[src/rtl/dcls_pkg.sv]
// Shared types and timing helpers for the DCLS comparator self-test scheduler.
package dcls_pkg;

  typedef enum logic [1:0] {
    IDLE  = 2'd0,
    TEST  = 2'd1,
    CLEAR = 2'd2
  } state_e;

  // Redundant error pair as driven by one comparator instance.
  typedef struct packed {
    logic err;
    logic err_b;
  } dcls_pair_t;

  // Comparator flag latency: OR-tree stages plus the output flop.
  function automatic int unsigned lat_cyc(input int unsigned nos);
    return nos + 1;
  endfunction

  // Test window: walk every data bit on both rails, then let the flag settle.
  function automatic int unsigned test_cyc(input int unsigned dw, input int unsigned nos);
    return 2 * dw + lat_cyc(nos) + 1;
  endfunction

  // Disable window long enough to drain the OR pipeline and drop the sticky flag.
  function automatic int unsigned clr_cyc(input int unsigned nos);
    return lat_cyc(nos) + 1;
  endfunction

endpackage

[src/rtl/dcls_err_monitor.sv]
// Per-channel sticky run-time error detector for one comparator error pair.
module dcls_err_monitor
  import dcls_pkg::*;
(
  input  logic       CLK,
  input  logic       RESETN,
  input  logic       mon_en,
  input  logic       mask,
  input  logic       clr,
  input  dcls_pair_t pair,
  output logic       run_err
);

  logic set_evt;

  // Only (err=0, err_b=1) is a healthy, consistent pair; anything else is flagged.
  assign set_evt = mon_en & ~mask & (pair.err | ~pair.err_b);

  // Sticky flag; a new event in the clear cycle wins over the clear.
  always_ff @(posedge CLK or negedge RESETN) begin
    if (!RESETN) run_err <= 1'b0;
    else         run_err <= set_evt | (run_err & ~clr);
  end

endmodule

[src/rtl/dcls_bist_scheduler.sv]
// Round-robin self-test sequencer and run-time monitor for NUM_CH DCLS comparators.
module dcls_bist_scheduler
  import dcls_pkg::*;
#(
  parameter int NUM_CH        = 4,
  parameter int DATA_WIDTH    = 32,
  parameter int NUM_OR_STAGES = 0,
  parameter int PERIOD_W      = 16,
  localparam int CH_W         = (NUM_CH > 1) ? $clog2(NUM_CH) : 1
)(
  input  logic                CLK,
  input  logic                RESETN,
  input  logic                ENABLE,
  input  logic                START,
  input  logic [PERIOD_W-1:0] PERIOD,
  input  logic                CLR_STATUS,
  input  logic [NUM_CH-1:0]   ERR_DCLS,
  input  logic [NUM_CH-1:0]   ERR_DCLS_B,
  output logic [NUM_CH-1:0]   ENERR_DCLS,
  output logic [NUM_CH-1:0]   FIERR_DCLS,
  output logic                BIST_BUSY,
  output logic                BIST_DONE,
  output logic [CH_W-1:0]     CUR_CH,
  output logic [NUM_CH-1:0]   BIST_FAIL,
  output logic [NUM_CH-1:0]   RUN_ERR,
  output logic                ALARM
);

  localparam int TEST_CYC = int'(test_cyc(DATA_WIDTH, NUM_OR_STAGES));
  localparam int CLR_CYC  = int'(clr_cyc(NUM_OR_STAGES));
  localparam int CNT_W    = $clog2(TEST_CYC + 1);
  localparam int EN_W     = $clog2(CLR_CYC + 1);

  localparam logic [CNT_W-1:0] TEST_LAST = CNT_W'(TEST_CYC - 1);
  localparam logic [CNT_W-1:0] CLR_LAST  = CNT_W'(CLR_CYC - 1);
  localparam logic [EN_W-1:0]  EN_SETTLE = EN_W'(CLR_CYC);
  localparam logic [CH_W-1:0]  LAST_CH   = CH_W'(NUM_CH - 1);

  state_e              state;
  logic [CNT_W-1:0]    cnt;
  logic [PERIOD_W-1:0] per_cnt;
  logic [EN_W-1:0]     en_cnt;
  logic                aborted;

  logic [NUM_CH-1:0]   cur_oh, nxt_oh, all_en, mon_mask, fail_set;
  logic                start_req, mon_en, test_last;

  assign cur_oh = NUM_CH'(1) << CUR_CH;
  assign nxt_oh = NUM_CH'(1) << (CUR_CH + 1'b1);
  assign all_en = {NUM_CH{ENABLE}};

  // Software request or period expiry; coincident triggers collapse into one sweep.
  assign start_req = ENABLE & (START |
                     ((PERIOD != '0) &&
                      (({1'b0, per_cnt} + (PERIOD_W+1)'(1)) >= {1'b0, PERIOD})));

  // Comparators need CLR_CYC enabled cycles before their flags mean anything.
  assign mon_en   = ENABLE & (en_cnt == EN_SETTLE);
  assign mon_mask = (state != IDLE) ? cur_oh : '0;

  // Result sample point: last cycle of an un-aborted test window.
  assign test_last = (state == TEST) & ENABLE & (cnt == TEST_LAST);
  assign fail_set  = (test_last && !(ERR_DCLS[CUR_CH] && !ERR_DCLS_B[CUR_CH])) ? cur_oh : '0;

  // Count consecutive enabled cycles, saturating at the settle time.
  always_ff @(posedge CLK or negedge RESETN) begin
    if (!RESETN)              en_cnt <= '0;
    else if (!ENABLE)         en_cnt <= '0;
    else if (en_cnt != EN_SETTLE) en_cnt <= en_cnt + 1'b1;
  end

  // Sweep sequencer: IDLE -> (TEST -> CLEAR) per channel -> IDLE.
  always_ff @(posedge CLK or negedge RESETN) begin
    if (!RESETN) begin
      state      <= IDLE;
      cnt        <= '0;
      per_cnt    <= '0;
      aborted    <= 1'b0;
      CUR_CH     <= '0;
      FIERR_DCLS <= '0;
      ENERR_DCLS <= '0;
      BIST_BUSY  <= 1'b0;
      BIST_DONE  <= 1'b0;
    end else begin
      BIST_DONE  <= 1'b0;
      ENERR_DCLS <= all_en;
      case (state)
        IDLE: begin
          if (start_req) begin
            state      <= TEST;
            cnt        <= '0;
            per_cnt    <= '0;
            aborted    <= 1'b0;
            CUR_CH     <= '0;
            FIERR_DCLS <= NUM_CH'(1);
            BIST_BUSY  <= 1'b1;
          end else if (ENABLE && (PERIOD != '0)) begin
            per_cnt <= per_cnt + 1'b1;
          end else begin
            per_cnt <= '0;
          end
        end
        TEST: begin
          if (!ENABLE) begin
            // Abort: drop injection now, still flush this channel.
            state      <= CLEAR;
            cnt        <= '0;
            aborted    <= 1'b1;
            FIERR_DCLS <= '0;
          end else if (cnt == TEST_LAST) begin
            state      <= CLEAR;
            cnt        <= '0;
            FIERR_DCLS <= '0;
            ENERR_DCLS <= all_en & ~cur_oh;
          end else begin
            cnt <= cnt + 1'b1;
          end
        end
        CLEAR: begin
          if (cnt == CLR_LAST) begin
            if (aborted || !ENABLE || (CUR_CH == LAST_CH)) begin
              state     <= IDLE;
              cnt       <= '0;
              CUR_CH    <= '0;
              BIST_BUSY <= 1'b0;
              BIST_DONE <= ~aborted & ENABLE;
            end else begin
              state      <= TEST;
              cnt        <= '0;
              CUR_CH     <= CUR_CH + 1'b1;
              FIERR_DCLS <= nxt_oh;
            end
          end else begin
            cnt        <= cnt + 1'b1;
            aborted    <= aborted | ~ENABLE;
            ENERR_DCLS <= all_en & ~cur_oh;
          end
        end
        default: state <= IDLE;
      endcase
    end
  end

  // Sticky self-test failures and the aggregated alarm one cycle behind them.
  always_ff @(posedge CLK or negedge RESETN) begin
    if (!RESETN) begin
      BIST_FAIL <= '0;
      ALARM     <= 1'b0;
    end else begin
      BIST_FAIL <= fail_set | (BIST_FAIL & ~{NUM_CH{CLR_STATUS}});
      ALARM     <= ((|BIST_FAIL) | (|RUN_ERR)) & ~CLR_STATUS;
    end
  end

  for (genvar g = 0; g < NUM_CH; g++) begin : g_mon
    dcls_pair_t pair;
    assign pair.err   = ERR_DCLS[g];
    assign pair.err_b = ERR_DCLS_B[g];

    dcls_err_monitor u_mon (
      .CLK     (CLK),
      .RESETN  (RESETN),
      .mon_en  (mon_en),
      .mask    (mon_mask[g]),
      .clr     (CLR_STATUS),
      .pair    (pair),
      .run_err (RUN_ERR[g])
    );
  end

endmodule

[config.mk]
export PLATFORM = sky130hd
export DESIGN_NAME = dcls_bist_scheduler
export DESIGN_NICKNAME = d
export VERILOG_FILES = /design/src/rtl/dcls_pkg.sv /design/src/rtl/dcls_err_monitor.sv /design/src/rtl/dcls_bist_scheduler.sv
export SDC_FILE = /design/constraint.sdc
export NUM_CORES = 1
export LEC_CHECK = 0
export ABC_AREA = 0
export BUFFER_PORTS_ARGS = -buffer_cell sky130_fd_sc_hd__buf_2
export CORE_MARGIN = 2
export CORE_UTILIZATION = 40
export DETAILED_ROUTE_END_ITERATION = 7
export GPL_ROUTABILITY_DRIVEN = 0
export PLACE_DENSITY = 0.66
export SYNTH_ARGS = -nofsm -noshare
export SYNTH_HDL_FRONTEND = slang
export SYNTH_SLANG_ARGS = --single-unit
[constraint.sdc]
create_clock -name CLK -period 3.9 [get_ports CLK]
set_clock_uncertainty 0.1 [all_clocks]
set_input_delay 0.78 -clock CLK [delete_from_list [all_inputs] [get_ports CLK]]
set_output_delay 0.78 -clock CLK [all_outputs]
set_load 0.05 [all_outputs]
---- Yosys cells after proc, flatten, opt, wreduce, memory -nomap -nowiden ----
Index checks and enable logic that the tools add are counted.
word-level totals
  register bits after elaboration ......... 49
  bits in latches ......................... 0
  RAM bits ................................ 0
  ROM bits ................................ 0
  input bits .............................. 29
  output and inout bits ................... 21
  word-level logic and storage cells ...... 153
  memories kept ........................... 0
cells by class
  add/sub/neg operators ................... 5
  multipliers ............................. 0
  div/mod/pow operators ................... 0
  $lt $le $gt $ge ......................... 2
  eq/ne operators ......................... 15
  shift operators ......................... 2
  mux-type cells .......................... 46
  bitwise logic cells ..................... 45
  reductions and logical operators ........ 22
operator list
  cell                                             count
  2-to-1 mux 4 bit                                 10
  2-to-1 mux 16 bit                                2
  2-to-1 mux 7 bit                                 4
  one-hot mux 7 bit (3 select lines)               1
  bitwise AND 1 bit                                18
  2-to-1 mux 2 bit                                 9
  adder 16 x 1 -> 17 bit, second input constant    1
  >= comparator 17 x 16 -> 1 bit                   1
  adder 16 x 1 -> 16 bit, second input constant    1
  nonzero test 16 bit                              1
  != test 2 bit, second input constant             7
  2-to-1 mux 1 bit                                 12
  one-hot mux 4 bit (3 select lines)               1
  inverter 1 bit                                   11
  OR 1 bit                                         11
  bitwise AND 4 bit                                2
  inverter 4 bit                                   2
  one-hot mux 4 bit (2 select lines)               1
  AND reduction 4 bit                              2
  OR reduction 4 bit                               2
  left shift 1 x 2 -> 4 bit, first input constant  2
  adder 7 x 1 -> 7 bit, second input constant      1
  == test 7 x 1 -> 1 bit, second input constant    1
  == test 7 bit, second input constant             1
  21 further kinds                                 33

---- Longest topological paths before layout ----
Gate-level depths: netlist of run 1.
  word-level depth ........................ 8
  depth in mapped cells ................... 13
  gate-level depth less buffers ........... 12

---- By module ----
A second synthesis of run 1 with hierarchy kept.
second synthesis, totals
  cells, all modules ...................... 350
  area total of the unflattened synthesis .. 3345.7 sq um
modules (own cells, without submodules)
  module               times used  cells each  area an instance (sq um)  seq. area each (sq um)
  dcls_bist_scheduler  1           330         3125.5                    1126.1
  dcls_err_monitor     4           5           55.1                      25.0

---- Worst setup path after synthesis of run 1 ----
Ideal clock, no wire load.
  kind .................................... register -> register
  from .................................... register per_cnt[2]
  to ...................................... register cnt[6]
  setup time .............................. 0.092 ns
  data arrival time ....................... 2.954 ns
  required time ........................... 3.708 ns
  slack ................................... 0.755 ns
  stages on the path, launching flop included .. 12
  path buffers ............................ 1
  period minus slack after synthesis ...... 3.145 ns
  cells stage by stage .................... dfrtp_1 nand3_2 nor4_1 and3_1 xor2_1 ha_1 nand3_1 or2_2 o211a_1 or3_1 buf_2 o31ai_2
between the ends
  longest elaborated chain between the ends .. 7
RTL lines
  what                            line                        RTL
  start, declared                 dcls_bist_scheduler.sv:41   logic [PERIOD_W-1:0] per_cnt;
  start signal, assigned          dcls_bist_scheduler.sv:98   per_cnt <= per_cnt + 1'b1;
  adder 16 x 1 -> 17 bit          dcls_bist_scheduler.sv:55   (({1'b0, per_cnt} + (PERIOD_W+1)'(1)) >= {1'b0, PERIOD})));
  >= comparator 17 x 16 -> 1 bit  dcls_bist_scheduler.sv:55
  logical AND 1 bit               dcls_bist_scheduler.sv:54   ((PERIOD != '0) &&
  OR 1 bit                        dcls_bist_scheduler.sv:53   assign start_req = ENABLE & (START |
  bitwise AND 1 bit               dcls_bist_scheduler.sv:53
  != test 2 bit (no line)         --
  AND reduction 2 bit (no line)   --
  end signal, assigned            dcls_bist_scheduler.sv:116  cnt <= cnt + 1'b1;
  end signal, assigned            dcls_bist_scheduler.sv:134  cnt <= cnt + 1'b1;
  end, declared                   dcls_bist_scheduler.sv:40   logic [CNT_W-1:0] cnt;
Every way passes these cells.
A chain may end at the register's enable or synchronous reset.

---- Final worst setup path of run 1 ----
  from .................................... register per_cnt[0]
  to ...................................... register BIST_BUSY
between the ends
  longest elaborated chain between the ends .. 7
RTL lines
  what                            line                        RTL
  adder 16 x 1 -> 17 bit          dcls_bist_scheduler.sv:55
  >= comparator 17 x 16 -> 1 bit  dcls_bist_scheduler.sv:55
  logical AND 1 bit               dcls_bist_scheduler.sv:54
  OR 1 bit                        dcls_bist_scheduler.sv:53
  bitwise AND 1 bit               dcls_bist_scheduler.sv:53
  != test 2 bit (no line)         --
  AND reduction 4 bit (no line)   --
  end signal, assigned            dcls_bist_scheduler.sv:82   BIST_BUSY <= 1'b0;
  end signal, assigned            dcls_bist_scheduler.sv:96   BIST_BUSY <= 1'b1;
  end signal, assigned            dcls_bist_scheduler.sv:125  BIST_BUSY <= 1'b0;
  end, declared                   dcls_bist_scheduler.sv:21   output logic BIST_BUSY,
Every way passes these cells.

==> flow_metrics.tcl, run 1 <==
set metrics [dict create \
    status "finished clean" \
    cts.sinks 49 \
    r2r-start "per_cnt[0]" \
    critPathLaunch "per_cnt[0]" \
    portBuffers 49 \
    hold_viol_final 0 \
    cts.htree.levels 2 \
    grt_pass1_wl_um 13200 \
    cp-end-kind "flop" \
    worstPathMaxFanout 9 \
    seqCellArea_um2 1230 \
    fin_crit_sh_pct 91.2 \
    ios 50 \
    syn_area_um2 3240 \
    syn_to_final_growth_pct 14.1 \
    diodes 0 \
    cts_buffers 5 \
    ctsHoldBuffers 0 \
    syn_area_per_cell_um2 9.51 \
    dpl.cell_count 484 \
    drv_cap 0 \
    n_fill_cell 734 \
    power_density_nw_per_um2 571 \
    cts_tree "built" \
    multi_input_area_um2 1820 \
    post_cts_buffers 0 \
    groute.usage.overall_pct 18.8 \
    synth-edff-count 0 \
    synthArstFlopShare_pct 100 \
    clock.fmax_mhz 281 \
    grt-ovfl-total 0 \
    ys_seq_area_share_pct 37.8 \
    drive_above_1_share_pct 19.5 \
    synth_ff_type "dfrtp_1" \
    ir_drop_uv 387 \
    ys_types 59 \
    grt_max_degree 29 \
    cp-start-kind "flop" \
    drt_iter0_markers 184 \
    hold_path_class "input pin to async pin" \
    arrival_ns 3.63 \
    crit_type "flop to flop" \
    post-route-min-period_ns 3.56 \
    maxSlewHeadroom_pct 54.5 \
    final.setup.tns_ns 0 \
    die_h_um 94.0 \
    clk_path_buf_depth 2 \
    clk_latency_ns 0.30 \
    core_um2 7810 \
    fin_nets 446 \
    ys_ff_latch 49 \
    fp-row-count 32 \
    first_global_vias 2724 \
    detail_route.wl_per_cell_um 16.0 \
    cts-root-buf "clkbuf_8" \
    p_leak_nw 1.93 \
    vias 2754 \
    dpl.hpwl_um 6150 \
    drt_wl_total_um 7890 \
    tightest_slew_ns 0.682 \
    antenna_left 0 \
    vias_per_cell 5.60 \
    die_x_um 94.0 \
    post_synth_inst_count 341 \
    antenna_found_initial 0 \
    required_ns 3.98 \
    rsz0062_at_grt "no" \
    synth_nets 398 \
    drc_errors 0 \
    first_pass_iters 5 \
    final_cells 492 \
    die_area_um2 8840 \
    slew_viol_final 0 \
    path_clk_slew_ns 0.09 \
    start_util_pct 41.5 \
    setup_viol 0 \
    yosys_warnings 0 \
]
logic make-up after synthesis:
group | share of synthesized area (%)
mux | 1.89
xor+xnor | 4.05
compound gates | 21.9
flops | 37.8
simple gates | 17.4
buf+inv | 6.13
fa+ha+maj | 10.8
synth_stat cells, types with 2 or more instances:
cell type  number  area [um2]
nor4_1         10        62.6
nand4_1         5        31.3
xnor2_1         6        52.6
buf_2           3        15.0
o221ai_1        2        17.5
o21ai_0         8        40.0
o31ai_2         4        50.1
clkbuf_1        3        11.3
o21ai_1         8        40.0
inv_1          31         116
nand2b_1        4        25.0
and4_1          2        17.5
a22o_1         16         140
and2_1          2        12.5
xor2_1          9        78.8
ha_1           28         350
mux2i_1         5        50.1
o21bai_1        2        15.0
nor3_1          6        30.0
nor2b_1         5        31.3
dfrtp_1        49        1230
or2_2           2        12.5
a221oi_1        3        26.3
nand2_1        17        63.8
nor2_1         15        56.3
or3_1           3        18.8
nor3_2          2        20.0
o31ai_1         9        67.6
o211ai_1        2        15.0
a31oi_1         2        12.5
buf_4           7        52.6
nor3b_1         3        22.5
a21o_1          9        67.6
nand3_1        13        65.1
a21oi_1        15        75.1
and3_1          8        50.1
final timing paths:
check	endpoint	slack, ns	cells after the start
worst max-delay path	BIST_BUSY	0.34	12
worst min-delay path	per_cnt[11]	0.39	1
worst max register to register	BIST_BUSY	0.34	12
worst min register to register	FIERR_DCLS[1]	0.40	2
max in group asynchronous	BIST_BUSY	2.58	2
min in group CLK	FIERR_DCLS[1]	0.40	2
final cells by class:
cell class | instances | share of cell area, %
multi-input cells | 247 | 49.3
flip-flops and latches | 49 | 33.1
repair buffers | 54 | 7.64
well taps | 102 | 3.45
inverters | 32 | 3.25
clock buffers | 6 | 2.23
clock inverters | 2 | 1.01
critical path: stages (launching register included):
cell and delay [ns]:
dfrtp_1 0.44, ha_1 0.26, nand3_1 0.13, nor3_2 0.27
nand2_1 0.10, xnor2_1 0.21, ha_1 0.30, a21o_1 0.19
a211o_1 0.30, a211oi_2 0.26, o211a_1 0.36, nor4_1 0.10
or3b_1 0.41
cell usage in the layout, fill, tap and decap left out, types with 6 or more instances in the layout:
master	instances
nor3_1	6
o31ai_1	9
o21ai_1	8
buf_2	49
a21oi_1	15
nor4_1	9
nand2_1	17
clkbuf_8	6
a22o_1	16
dfrtp_1	49
nand3_1	13
and3_1	8
xor2_1	9
ha_1	28
nor2_1	15
o21ai_0	8
xnor2_1	6
inv_1	31
a21o_1	9
flip-flops by register name, summed over array words and instances, names as in the netlist:
register	count
ALARM	1
BIST_BUSY	1
BIST_DONE	1
BIST_FAIL	4
CUR_CH	2
ENERR_DCLS	4
FIERR_DCLS	4
aborted	1
cnt	7
en_cnt	2
g_mon.u_mon.run_err	4
per_cnt	16
state	2
metal layers:
layer  up-vias  share of wire, %  GRT usage [%]
met5         -                 0              0
met4         0               1.6           5.43
met3        10               3.8           2.97
met2        70                47           30.0
met1      1330                47           26.4
li1       1344                 -              -
what timing repair did:
action | 4_1_cts | 5_1_grt
resized for setup | 0 | 1
endpoints found under the setup margin | 0 | 3
hold endpoints to repair | 0 | 0
per-stage QoR:
| step | util (%) | area [um2] | worst slack (ns) | hold slack, ns | power, mW |
|---|---|---|---|---|---|
| CTS | 47.3 | 3690 | 0.269 | 0.407 | 2.12 |
| detailed placement | 45.8 | 3570 | 0.290 | 0.378 | 1.73 |
| global route | 47.4 | 3700 | 0.00907 | 0.436 | 2.26 |
| global placement | 45.8 | 3570 | 0.365 | 0.380 | 1.71 |
| finish | 47.4 | 3700 | 0.344 | 0.392 | 2.11 |
| floorplan | - | 3240 | 0.755 | 0.377 | 1.48 |
power by group:
group | total [mW] | switching (mW) | leakage [nW] | internal (mW)
registers | 0.681 | 0.0787 | 0.660 | 0.602
logic | 1.05 | 0.714 | 1.21 | 0.337
clock network | 0.380 | 0.172 | 0.0574 | 0.209
(Power assumes the default switching activity.)
==> run 2, diff against run 1 <==
Settings changed: PLACE_DENSITY 0.66 to 0.57.
==> run 2 against run 1 <==
  * Sequential share of layout area stayed put
  * Total power is 0.43% higher
  * Hold slack better by 0.010 ns
  * Critical path type unchanged
==> flow_metrics.tcl, run 2 (synthesized netlist as in run 1, its figures left out) <==
set metrics [dict create \
    portBuffers 49 \
    mostFrequentLayoutCells "dfrtp_1 (49), buf_2 (49), inv_1 (31), ha_1 (28), nand2_1 (17)" \
    status "finished clean" \
    total_power_mw 2.12 \
    drive_above_1_share_pct 19.5 \
    regToRegEndpoint "BIST_BUSY" \
    cts-root-buf "clkbuf_8" \
    drt_wl_total_um 8020 \
    fin_crit_sh_pct 94.0 \
    cts_buffers 5 \
    drt_iter0_markers 90 \
    antenna_left 0 \
    start_util_pct 41.5 \
    syn_to_final_growth_pct 14.1 \
    final.setup.tns_ns 0 \
    p_leak_nw 1.93 \
    fin_nets 446 \
    worstPathMaxFanout 9 \
    ctsHoldBuffers 0 \
    crit_type "flop to flop" \
    grt-ovfl-total 0 \
    critPathLaunch "per_cnt[0]" \
    ios 50 \
    tightest_slew_ns 0.890 \
    reg2reg_depth 12 \
    detail_route.wl_per_cell_um 16.3 \
    ir_drop_uv 227 \
    clk_latency_ns 0.30 \
    crit_end "BIST_BUSY" \
    cp-start-kind "flop" \
    final_cell_area_um2 3700 \
    antenna_found_initial 0 \
    top_register "per_cnt" \
    grt_pass1_wl_um 13200 \
    path_clk_slew_ns 0.09 \
    die_h_um 94.0 \
    dpl.cell_count 484 \
    final_cells 492 \
    setup_viol 0 \
    rsz0062_at_grt "no" \
    vias 2765 \
    drc_errors 0 \
    clock.fmax_mhz 273 \
    r2r-start "per_cnt[0]" \
    vias_per_cell 5.62 \
    cts.htree.levels 2 \
    die_area_um2 8840 \
    required_ns 3.99 \
    cts-resized-gates 0 \
    dpl.hpwl_um 6140 \
    arrival_ns 3.75 \
    core_um2 7810 \
    cp-end-kind "flop" \
    first_pass_iters 5 \
    groute.usage.overall_pct 18.9 \
    cts.sinks 49 \
    largest_reg_flops 16 \
    rrSetupSlack_ns 0.23 \
    maxSlewHeadroom_pct 40.7 \
    slew_viol_final 0 \
    clk_path_buf_depth 2 \
    first_global_vias 2708 \
    drv_cap 0 \
    cts_tree "built" \
    hold_path_class "flop to flop" \
    place_area_um2 3570 \
    grt_max_degree 39 \
    top_regs "per_cnt: 16 flops, cnt: 7 flops" \
    die_x_um 94.0 \
    fp-row-count 32 \
    power_density_nw_per_um2 573 \
    post_cts_buffers 0 \
    diodes 0 \
    post-route-min-period_ns 3.67 \
    hold_viol_final 0 \
]
[run 2: cell type report]
type	count	area, um2
clock buffers	6	82.6
repair buffers	54	283
fillers	761	4110
flip-flops and latches	49	1230
inverters	32	120
multi-input cells	247	1820
clock inverters	2	37.5
well taps	102	128
[run 2: worst min path at each step]
stage	from	endpoint	slack, ns	depth (start not counted)
floorplan	RESETN	ALARM	0.38	0
global placement	g_mon[1].u_mon.run_err	g_mon[1].u_mon.run_err	0.39	1
detailed placement	FIERR_DCLS[1]	FIERR_DCLS[1]	0.39	2
CTS	FIERR_DCLS[1]	FIERR_DCLS[1]	0.41	2
global route	FIERR_DCLS[1]	FIERR_DCLS[1]	0.44	2
finish	FIERR_DCLS[1]	FIERR_DCLS[1]	0.40	2
[run 2: layer usage]
layer  up-vias  GRT usage [%]  wire (um)
met5         -              0          0
met4         0           4.59         72
met3         7           2.97        271
met2        52           30.7       3790
met1      1362           26.4       3880
li1       1344              -          -
[run 2: per-stage QoR]
step | utilization [%] | worst slack [ns] | hold slack, ns
final | 47.4 | 0.234 | 0.402
after global routing | 47.4 | 0.0177 | 0.437
after CTS | 47.3 | 0.175 | 0.408
after detailed placement | 45.8 | 0.202 | 0.387
after global placement | 45.8 | 0.270 | 0.387
after floorplan | - | 0.755 | 0.377
[run 2: report_power, final]
part	leakage (nW)	switching, mW	internal, mW
Clock	0.0574	0.174	0.209
Combinational	1.21	0.725	0.337
Sequential	0.660	0.0753	0.602
Total	1.93	0.974	1.15
[run 2: worst max-delay path: stages, from the launching register on]
cell and delay [ns]:
dfrtp_1 0.44, ha_1 0.27, nand3_1 0.14, nor3_2 0.31, nand2_1 0.12, xnor2_1 0.21
ha_1 0.30, a21o_1 0.19, a211o_1 0.30, a211oi_2 0.28, o211a_1 0.41, nor4_1 0.09
or3b_1 0.39
==> run 3, diff against run 2 <==
Clock period 3.9 ns to 4 ns, I/O delays scaled along.
==> run 3 against run 2 <==
  * Die area did not move
  * Flip-flop and latch count is the same
  * Register-to-register slack better by 0.09 ns
  * Fmax fell by 0.38%
  * Critical path depth fell by 2
  * Final cell count decreased by 0.20%
  * Largest power group unchanged
  * Sequential share of layout area grew 0.20 points
  * Critical path type unchanged
  * Via count is 2.4% lower
  * Non-clock buffer count fell by 1
  * Wire length is 1.7% lower
==> flow_metrics.tcl, run 3 (synthesized netlist as in run 1, its figures left out) <==
set metrics [dict create \
    status "finished clean" \
    cts-resized-gates 0 \
    p_leak_nw 1.92 \
    critPathSlowestCell "nor4_1" \
    portBuffers 49 \
    dpl.cell_count 483 \
    cts_buffers 5 \
    critPathBufInv 0 \
    hold_path_class "flop to flop" \
    dpl.hpwl_um 6000 \
    largest_reg_flops 16 \
    min_path_cells 2 \
    tightest_slew_ns 0.850 \
    antenna_left 0 \
    cts-root-buf "clkbuf_8" \
    arrival_ns 3.79 \
    critical_path_depth 10 \
    top_regs "per_cnt: 16 flops, cnt: 7 flops" \
    start_util_pct 41.5 \
    drt_wl_total_um 7880 \
    top_register "per_cnt" \
    path_cells "nand3_2 -> nor4_1 -> and3_1 -> xor2_1 -> ha_1 -> nand3_1 -> or2_2 -> o211a_1 -> or3_1 -> o31ai_2" \
    crit_family "simple AND/OR/NAND/NOR gates" \
    ir_drop_uv 249 \
    reg2reg_depth 10 \
    post_cts_buffers 0 \
    first_global_vias 2678 \
    vias_per_cell 5.49 \
    grt-ovfl-total 0 \
    cp-end-kind "flop" \
    fp-row-count 32 \
    diodes 0 \
    dp_slack_ns 0.362 \
    power_density_nw_per_um2 555 \
    fin_nets 445 \
    seqCellArea_um2 1230 \
    path_clk_slew_ns 0.09 \
    rsz0062_at_grt "no" \
    detail_route.wl_per_cell_um 16.1 \
    drive_above_1_share_pct 18.8 \
    die_h_um 94.0 \
    final_cells 491 \
    crit_type "flop to flop" \
    ctsHoldBuffers 0 \
    cts_tree "built" \
    drv_cap 0 \
    drc_errors 0 \
    final.setup.tns_ns 0 \
    grt_max_degree 38 \
    cts.sinks 49 \
    final_util_pct 47.1 \
    cp-start-kind "flop" \
    slew_viol_final 0 \
    setup_viol 0 \
    clk_path_buf_depth 2 \
    setup_ws_ns 0.319 \
    groute.usage.overall_pct 19.0 \
    fin_crit_sh_pct 92.0 \
    mostFrequentLayoutCells "dfrtp_1 (49), buf_2 (49), inv_1 (31), ha_1 (28), nand2_1 (17)" \
    core_um2 7810 \
    clk_latency_ns 0.31 \
    ios 50 \
    cts.htree.levels 2 \
    post-route-min-period_ns 3.68 \
    first_pass_iters 5 \
    clock.fmax_mhz 272 \
    hold-worst-slack_ns 0.406 \
    vias 2698 \
    antenna_found_initial 0 \
    n_fill_cell 778 \
    slowest_delay_ns 0.58 \
    hold_viol_final 0 \
    worstPathMaxFanout 9 \
    maxSlewHeadroom_pct 43.4 \
    die_area_um2 8840 \
    grt_pass1_wl_um 13300 \
    multi_input_area_um2 1820 \
    drt_iter0_markers 139 \
    die_x_um 94.0 \
    required_ns 4.11 \
    syn_to_final_growth_pct 13.4 \
]
## run 3: power breakdown
group | leakage [nW] | total, mW | switching, mW | internal (mW)
clock network | 0.0554 | 0.362 | 0.174 | 0.188
registers | 0.660 | 0.663 | 0.0764 | 0.587
logic | 1.21 | 1.02 | 0.690 | 0.325
## run 3: final timing paths
| path | start | to | slack, ns |
|---|---|---|---|
| setup / recovery | per_cnt[3] | cnt[3] | 0.32 |
| hold / removal | FIERR_DCLS[3] | FIERR_DCLS[3] | 0.41 |
| setup reg to reg | per_cnt[3] | cnt[3] | 0.32 |
| hold reg to reg | FIERR_DCLS[3] | FIERR_DCLS[3] | 0.41 |
| max in group asynchronous | RESETN | cnt[3] | 2.59 |
| min in group asynchronous | RESETN | per_cnt[1] | 0.49 |
## run 3: layout make-up
class / instances / share of cell area, %
Clock buffer: 6 / 1.97
Sequential cell: 49 / 33.3
Tap cell: 102 / 3.47
Timing Repair Buffer: 53 / 7.48
Inverter: 32 / 3.27
Multi-Input combinational cell: 247 / 49.4
Clock inverter: 2 / 1.05
## run 3: per-layer routing
metal | track usage [%] | part of all wire [%]
met5 | 0 | 0
met4 | 5.31 | 1.1
met3 | 2.97 | 5.1
met2 | 29.2 | 46
met1 | 27.7 | 48
## run 3: tightest hold or removal path, delay by kind of cell (launching register included)
family	cells	cell delay [ns]
DFF	1	0.36
AOI/OAI and AO/OA	2	0.12
## run 3: per-stage QoR
stage          area [um2]  power (mW)
2_1_floorplan        3240        1.45
3_3_place_gp         3570        1.68
3_5_place_dp         3570        1.69
4_1_cts              3680        2.06
5_1_grt              3680        2.20
6_report             3680        2.04
